### src/rtl/ram_rmw_pkg.sv
// Shared definitions for the ToeCam bit-vector RAM read-modify-write controller.
// The RMW_NEW_VAL macro is the single definition of the update rule (set wins over clear).
`ifndef RAM_RMW_PKG_DEFS
`define RAM_RMW_PKG_DEFS
`define RMW_NEW_VAL(o, s, c) (((o) & ~(c)) | (s))
`endif

package ram_rmw_pkg;

    typedef enum logic [1:0] {
        ST_RST  = 2'd0,
        ST_INIT = 2'd1,
        ST_RUN  = 2'd2
    } state_t;

endpackage

### src/rtl/ram_rmw_ctrl_if.sv
// Request/RAM bus bundle for ram_rmw_ctrl; master is the controller side.
// Response signals exist only when RAM_RMW_RSP_EN is defined.
interface ram_rmw_ctrl_if #(
    parameter int A = 9,
    parameter int D = 64
);
    logic         InitDone;
    logic         ReqValid;
    logic         ReqReady;
    logic [A-1:0] ReqAddr;
    logic [D-1:0] ReqSetMask;
    logic [D-1:0] ReqClrMask;
    logic         RamRdEnb;
    logic [A-1:0] RamRdAddr;
    logic [D-1:0] RamRdData;
    logic         RamWrEnb;
    logic [A-1:0] RamWrAddr;
    logic [D-1:0] RamWrData;
`ifdef RAM_RMW_RSP_EN
    logic         RspValid;
    logic [A-1:0] RspAddr;
    logic [D-1:0] RspOldData;
    logic [D-1:0] RspNewData;

    modport master (
        output InitDone, ReqReady, RamRdEnb, RamRdAddr, RamWrEnb, RamWrAddr, RamWrData,
        output RspValid, RspAddr, RspOldData, RspNewData,
        input  ReqValid, ReqAddr, ReqSetMask, ReqClrMask, RamRdData
    );
    modport slave (
        input  InitDone, ReqReady, RamRdEnb, RamRdAddr, RamWrEnb, RamWrAddr, RamWrData,
        input  RspValid, RspAddr, RspOldData, RspNewData,
        output ReqValid, ReqAddr, ReqSetMask, ReqClrMask, RamRdData
    );
`else
    modport master (
        output InitDone, ReqReady, RamRdEnb, RamRdAddr, RamWrEnb, RamWrAddr, RamWrData,
        input  ReqValid, ReqAddr, ReqSetMask, ReqClrMask, RamRdData
    );
    modport slave (
        input  InitDone, ReqReady, RamRdEnb, RamRdAddr, RamWrEnb, RamWrAddr, RamWrData,
        output ReqValid, ReqAddr, ReqSetMask, ReqClrMask, RamRdData
    );
`endif
endinterface

### src/rtl/ram_rmw_ctrl.sv
// Read-modify-write initiator: zero-sweeps the RAM after reset, then applies one set/clear
// update per cycle with distance-1 forwarding. RAM_RMW_RSP_EN adds a registered response.
module ram_rmw_ctrl
    import ram_rmw_pkg::*;
#(
    parameter int A = 9,
    parameter int D = 64
) (
    input  logic            Clk,
    input  logic            Rst_n,
    ram_rmw_ctrl_if.master  Bus
);

    localparam logic [A:0] SWEEP_LAST = {1'b0, {A{1'b1}}};

    state_t       stateReg, stateNext;
    logic [A:0]   cntReg;

    logic         s1Valid;
    logic [A-1:0] s1Addr;
    logic [D-1:0] s1Set, s1Clr;

    logic         prevWrValid;
    logic [A-1:0] prevWrAddr;
    logic [D-1:0] prevWrData;

    logic         accept, fwd;
    logic [D-1:0] oldData, newData;

    always_ff @(posedge Clk or negedge Rst_n) begin
        if (!Rst_n) begin
            stateReg <= ST_RST;
            cntReg   <= '0;
        end else begin
            stateReg <= stateNext;
            if (stateReg == ST_INIT)
                cntReg <= cntReg + 1'b1;
        end
    end

    always_comb begin
        stateNext = stateReg;
        case (stateReg)
            ST_RST:  stateNext = ST_INIT;
            ST_INIT: if (cntReg == SWEEP_LAST) stateNext = ST_RUN;
            default: stateNext = stateReg;
        endcase
    end

    assign accept = (stateReg == ST_RUN) && Bus.ReqValid;

    // The RAM returns pre-write data when read and written in the same cycle,
    // so the previous cycle's write must be bypassed for the same address.
    assign fwd     = prevWrValid && (prevWrAddr == s1Addr);
    assign oldData = fwd ? prevWrData : Bus.RamRdData;
    assign newData = `RMW_NEW_VAL(oldData, s1Set, s1Clr);

    always_ff @(posedge Clk or negedge Rst_n) begin
        if (!Rst_n) begin
            s1Valid     <= 1'b0;
            s1Addr      <= '0;
            s1Set       <= '0;
            s1Clr       <= '0;
            prevWrValid <= 1'b0;
            prevWrAddr  <= '0;
            prevWrData  <= '0;
        end else begin
            s1Valid     <= accept;
            if (accept) begin
                s1Addr <= Bus.ReqAddr;
                s1Set  <= Bus.ReqSetMask;
                s1Clr  <= Bus.ReqClrMask;
            end
            prevWrValid <= s1Valid;
            prevWrAddr  <= s1Addr;
            prevWrData  <= newData;
        end
    end

    assign Bus.ReqReady  = (stateReg == ST_RUN);
    assign Bus.InitDone  = (stateReg == ST_RUN);
    assign Bus.RamRdEnb  = accept;
    assign Bus.RamRdAddr = accept ? Bus.ReqAddr : '0;

    always_comb begin
        Bus.RamWrEnb  = 1'b0;
        Bus.RamWrAddr = '0;
        Bus.RamWrData = '0;
        if (stateReg == ST_INIT) begin
            Bus.RamWrEnb  = 1'b1;
            Bus.RamWrAddr = cntReg[A-1:0];
        end else if (s1Valid) begin
            Bus.RamWrEnb  = 1'b1;
            Bus.RamWrAddr = s1Addr;
            Bus.RamWrData = newData;
        end
    end

`ifdef RAM_RMW_RSP_EN
    always_ff @(posedge Clk or negedge Rst_n) begin
        if (!Rst_n) begin
            Bus.RspValid   <= 1'b0;
            Bus.RspAddr    <= '0;
            Bus.RspOldData <= '0;
            Bus.RspNewData <= '0;
        end else begin
            Bus.RspValid   <= s1Valid;
            Bus.RspAddr    <= s1Addr;
            Bus.RspOldData <= oldData;
            Bus.RspNewData <= newData;
        end
    end
`endif

endmodule

### src/flat_wrapper.sv
// flat-port wrapper written by rule: the top's interface ports become plain ports
module ram_rmw_ctrl_flat import ram_rmw_pkg::*;
#(
    parameter int A = 9,
    parameter int D = 64
)
  (Clk, Rst_n, Bus_InitDone, Bus_ReqReady, Bus_RamRdEnb, Bus_RamRdAddr, Bus_RamWrEnb, Bus_RamWrAddr, Bus_RamWrData, Bus_ReqValid, Bus_ReqAddr, Bus_ReqSetMask, Bus_ReqClrMask, Bus_RamRdData);
  ram_rmw_ctrl_if #(.A(A), .D(D)) Bus_i ();
  input  logic Clk;
  input  logic Rst_n;
  output wire logic [$bits(Bus_i.InitDone)-1:0] Bus_InitDone;
  output wire logic [$bits(Bus_i.ReqReady)-1:0] Bus_ReqReady;
  output wire logic [$bits(Bus_i.RamRdEnb)-1:0] Bus_RamRdEnb;
  output wire logic [$bits(Bus_i.RamRdAddr)-1:0] Bus_RamRdAddr;
  output wire logic [$bits(Bus_i.RamWrEnb)-1:0] Bus_RamWrEnb;
  output wire logic [$bits(Bus_i.RamWrAddr)-1:0] Bus_RamWrAddr;
  output wire logic [$bits(Bus_i.RamWrData)-1:0] Bus_RamWrData;
  input wire logic [$bits(Bus_i.ReqValid)-1:0] Bus_ReqValid;
  input wire logic [$bits(Bus_i.ReqAddr)-1:0] Bus_ReqAddr;
  input wire logic [$bits(Bus_i.ReqSetMask)-1:0] Bus_ReqSetMask;
  input wire logic [$bits(Bus_i.ReqClrMask)-1:0] Bus_ReqClrMask;
  input wire logic [$bits(Bus_i.RamRdData)-1:0] Bus_RamRdData;
  assign Bus_InitDone = Bus_i.InitDone;
  assign Bus_ReqReady = Bus_i.ReqReady;
  assign Bus_RamRdEnb = Bus_i.RamRdEnb;
  assign Bus_RamRdAddr = Bus_i.RamRdAddr;
  assign Bus_RamWrEnb = Bus_i.RamWrEnb;
  assign Bus_RamWrAddr = Bus_i.RamWrAddr;
  assign Bus_RamWrData = Bus_i.RamWrData;
  assign Bus_i.ReqValid = Bus_ReqValid;
  assign Bus_i.ReqAddr = Bus_ReqAddr;
  assign Bus_i.ReqSetMask = Bus_ReqSetMask;
  assign Bus_i.ReqClrMask = Bus_ReqClrMask;
  assign Bus_i.RamRdData = Bus_RamRdData;
  ram_rmw_ctrl #(.A(A), .D(D)) u_core (.Clk(Clk), .Rst_n(Rst_n), .Bus(Bus_i));
endmodule
### config.mk
export PLATFORM = sky130hd
export DESIGN_NAME = ram_rmw_ctrl_flat
export DESIGN_NICKNAME = d
export VERILOG_FILES = /design/src/rtl/ram_rmw_pkg.sv /design/src/rtl/ram_rmw_ctrl_if.sv /design/src/rtl/ram_rmw_ctrl.sv /design/src/flat_wrapper.sv
export SDC_FILE = /design/constraint.sdc
export NUM_CORES = 1
export LEC_CHECK = 0
export ABC_CLOCK_PERIOD_IN_PS = 4200
export CAP_MARGIN = 20
export CORE_MARGIN = 1.5
export CORE_UTILIZATION = 53
export CTS_CLUSTER_SIZE = 10
export DETAILED_ROUTE_END_ITERATION = 12
export GPL_ROUTABILITY_DRIVEN = 1
export PLACE_DENSITY = 0.95
export SLEW_MARGIN = 20
export SYNTH_ARGS = -nofsm -noshare
export SYNTH_HDL_FRONTEND = slang
export SYNTH_SLANG_ARGS = --single-unit
### constraint.sdc
create_clock -name Clk -period 4.2 [get_ports Clk]
set_input_delay 1.05 -clock Clk [delete_from_list [all_inputs] [get_ports Clk]]
set_output_delay 1.05 -clock Clk [all_outputs]
set_load 0.005 [all_outputs]
==> reports/results.txt <==
Detailed Route WL = 32500 um
Number of violations reported at the end of detailed-routing iteration 0 = 703
X dimension of the die = 146 um
Cell type of the slowest stage on the worst timing path = sky130_fd_sc_hd__clkdlybuf4s50_1
Tightest Pin Transition = 1010 ps
Inserted Diodes = 0
Final sum of negative setup slack = 0 ps
Max_slew headroom = 32.9%
Area of the die = 21300 sq um
Distinct cell type count of the synthesized netlist = 34
Number of maximum-capacitance constraint violations = 0
Worst supply voltage drop on vdd = 0.312 mV
Worst hold-check path type = reg2reg
Port Buf Inserts = 289
Buf+Inv Stages, Crit Path = 2
Share of post-route cells with drive strength above 1 = 10.2%
Family with the most delay on the worst path = buffers and inverters
Power Dens Cells = 299 nW/um^2
Largest net degree at the start of global routing = 258
Classification of the worst setup path = reg2out
Post-route fraction of the period consumed by the critical path = 97.7%
Antenna-violating nets left = 0
Endpoints failing hold = 0
Synth Net Count = 1307
Vias/cell = 5.93
Post-placement cell area = 13900 sq um
Combinational family with the most area after synthesis = compound AO/OA/AOI/OAI gates
Count of hold-fix buffers inserted at cts = 0
Die extent in y = 146 um
Worst skew pair latency = 520 ps
Simple-gate portion of the synthesized area = 17.6%
Final layout net count = 1577
Lkg Pwr = 5.87 nW
TritonCTS clock tree = yes
CP endpoint kind = output pin
Placeable core area = 20200 sq um
Layout Area Growth over Synthesis = 35.5%
Max Clock Skew = 9.24 ps
Peak per-stage delay on the critical path = 550 ps
Initial antenna violation count = 1
Number of filler instances in the final layout = 1320
Total clock buffers created by CTS = 26
Setup violators final = 0
Warning count from the yosys run = 0
Kind of launch point of the worst setup path = flop
I/O pin cnt = 290
Number of global-route vias before repair = 10100
Final Slew Violations = 0
First-pass iteration count of the detailed router = 7
Via count = 9758
Critical path data arrival time = 3050 ps
Fraction of the yosys area taken by sequential cells = 51.7%
Cells along the critical path = xnor2_1 -> and4_4 -> buf_4 -> nand4_1 -> a31oi_1 -> clkdlybuf4s50_1
Placer Congestion = 0.876
Status = finished clean
Number of clock sinks = 224
Required time of the worst setup path = 3150 ps
Detailed placement HPWL = 20900 um
Mean instance size in the synthesized netlist = 9.84 sq um
Post-synthesis instance total = 1102
Portion of netlist area occupied by mux cells = 0.104%
Clock tree root buffer cell = sky130_fd_sc_hd__clkbuf_16
Area share of xor/xnor cells in the synthesized design = 1.52%
Clock slew seen by the registers of the worst setup and hold paths = 50 ps
Total global-route track usage = 30.1%
Summed area of non-filler cells in the final layout = 14700 sq um
Crit path max fanout = 20
RSZ-0062 raised after global routing = no
Highest attainable clock frequency = 0.244 GHz
Fin crit period = 4100 ps
Number of placement rows = 52
Global-route wire length before repair = 51700 um
Wire length per cell after detailed routing = 19.8 um
Power consumption = 4.40 mW
H-tree Lvls = 1
DRC Markers = 0
Maximum clock path buffer count = 3
Compound-gate portion of the synthesized area = 20.3%
Starting Density = 53.7%
Number of register bits inferred by synthesis = 224
Adder-cell share of the synthesized area = 0.115%
Gr ovfl total = 0
Area of the mapped netlist = 10800 sq um
==> flip-flops by register name, indices dropped and copies added (netlist names) <==
name                count
u_core.prevWrAddr       9
u_core.s1Valid          1
u_core.prevWrData      64
u_core.s1Set           64
u_core.prevWrValid      1
u_core.cntReg          10
u_core.stateReg         2
u_core.s1Addr           9
u_core.s1Clr           64
==> placed cells by master (no fill, tap or decap), drive strengths merged, types with 2 or more instances in the layout <==
cell / instances
xor2: 3
a21o: 9
nand2: 149
xnor2: 15
and4: 3
clkbuf: 31
or2: 2
inv: 129
dfrtp: 224
nand4: 70
and3: 10
o21ai: 137
nor2b: 66
nor2: 3
o311ai: 64
clkdlybuf4s50: 288
nand3: 68
a31oi: 64
buf: 35
==> worst paths after layout <==
| check | startpoint | to | slack (ps) | depth (start not counted) |
|---|---|---|---|---|
| setup / recovery | u_core.s1Addr[4] | Bus_RamWrData[4] | 100 | 6 |
| hold / removal | u_core.s1Addr[7] | u_core.prevWrAddr[7] | 440 | 0 |
| setup reg to reg | u_core.stateReg[0] | u_core.s1Set[29] | 1830 | 7 |
| hold reg to reg | u_core.s1Addr[7] | u_core.prevWrAddr[7] | 440 | 0 |
| max in group asynchronous | Rst_n | u_core.prevWrData[29] | 2760 | 2 |
| min in group asynchronous | Rst_n | u_core.s1Set[28] | 470 | 1 |
==> cells by family after synthesis <==
| logic type | Yosys count |
|---|---|
| buf+inv | 210 |
| fa+ha+maj | 1 |
| simple gates | 374 |
| mux | 1 |
| xor+xnor | 18 |
| flops | 224 |
| compound gates | 274 |
==> final cells by class <==
| class | instances | area (sq um) | area share, % |
|---|---|---|---|
| Clock buffer | 31 | 711 | 4.84 |
| Timing Repair Buffer | 323 | 3220 | 21.9 |
| Tap cell | 270 | 338 | 2.30 |
| Multi-Input combinational cell | 668 | 4340 | 29.5 |
| Sequential cell | 224 | 5610 | 38.1 |
| Inverter | 129 | 489 | 3.33 |
==> stage by stage <==
stage,cells,setup slack [ps],utilization (%),hold slack (ps)
6_report,1645,97.5,72.9,443
5_1_grt,1645,35.1,72.9,462
4_1_cts,1640,38.9,72.5,442
3_5_place_dp,1603,471,68.8,437
3_3_place_gp,1603,529,68.8,423
2_1_floorplan,1102,1220,-,373
==> layer usage <==
metal  global-route usage [%]  part of all wire, %  vias to the layer above
met4                     14.0                  4.3                        0
met5                        0                    0                        -
met2                     50.5                   50                      581
met3                     5.13                  7.7                      108
li1                         -                    -                     4368
met1                     38.2                   38                     4701
==> power by group <==
part	switching, mW	internal (mW)	leakage, nW
registers	0	2.16	2.11
logic	0.0852	0.171	3.41
clock network	0.815	1.16	0.349
total	0.900	3.49	5.87
==> synth_stat cells <==
library cell / count / area, sq um
sky130_fd_sc_hd__a21o_1: 8 / 60.1
sky130_fd_sc_hd__a21o_2: 1 / 8.76
sky130_fd_sc_hd__a31oi_1: 64 / 400
sky130_fd_sc_hd__and2_1: 1 / 6.26
sky130_fd_sc_hd__and3_1: 10 / 62.6
sky130_fd_sc_hd__and4_1: 2 / 17.5
sky130_fd_sc_hd__and4_2: 1 / 10.0
sky130_fd_sc_hd__buf_1: 4 / 15.0
sky130_fd_sc_hd__buf_2: 37 / 185
sky130_fd_sc_hd__buf_4: 1 / 7.51
sky130_fd_sc_hd__buf_6: 13 / 146
sky130_fd_sc_hd__clkbuf_1: 23 / 86.3
sky130_fd_sc_hd__clkbuf_4: 3 / 22.5
sky130_fd_sc_hd__dfrtp_1: 224 / 5610
sky130_fd_sc_hd__ha_1: 1 / 12.5
sky130_fd_sc_hd__inv_1: 129 / 484
sky130_fd_sc_hd__mux2_2: 1 / 11.3
sky130_fd_sc_hd__nand2_1: 149 / 559
sky130_fd_sc_hd__nand2b_1: 1 / 6.26
sky130_fd_sc_hd__nand3_1: 68 / 340
sky130_fd_sc_hd__nand4_1: 68 / 425
sky130_fd_sc_hd__nand4_2: 1 / 12.5
sky130_fd_sc_hd__nand4_4: 1 / 21.3
sky130_fd_sc_hd__nor2_1: 3 / 11.3
sky130_fd_sc_hd__nor2b_1: 66 / 413
sky130_fd_sc_hd__nor3_1: 1 / 5.00
sky130_fd_sc_hd__o21ai_0: 137 / 686
sky130_fd_sc_hd__o311ai_0: 4 / 35.0
sky130_fd_sc_hd__o311ai_2: 57 / 927
sky130_fd_sc_hd__o311ai_4: 3 / 78.8
sky130_fd_sc_hd__or2_2: 2 / 12.5
sky130_fd_sc_hd__xnor2_1: 14 / 123
sky130_fd_sc_hd__xnor2_2: 1 / 16.3
sky130_fd_sc_hd__xor2_1: 3 / 26.3
==> worst register-to-register path, cell delays in order (launching register included) <==
cell,delay (ps)
sky130_fd_sc_hd__dfrtp_1,380
sky130_fd_sc_hd__nor2b_1,110
sky130_fd_sc_hd__buf_4,180
sky130_fd_sc_hd__nand2_1,290
sky130_fd_sc_hd__inv_6,150
sky130_fd_sc_hd__buf_12,580
sky130_fd_sc_hd__nand2_1,410
sky130_fd_sc_hd__o21ai_0,150
==> timing repair <==
item | CTS | global route
buffers inserted | 6 | 5
pin swaps | 2 | 1
setup endpoints to repair | 22 | 18
gates resized for setup | 2 | 4
Power figures use the tool's default switching activity.
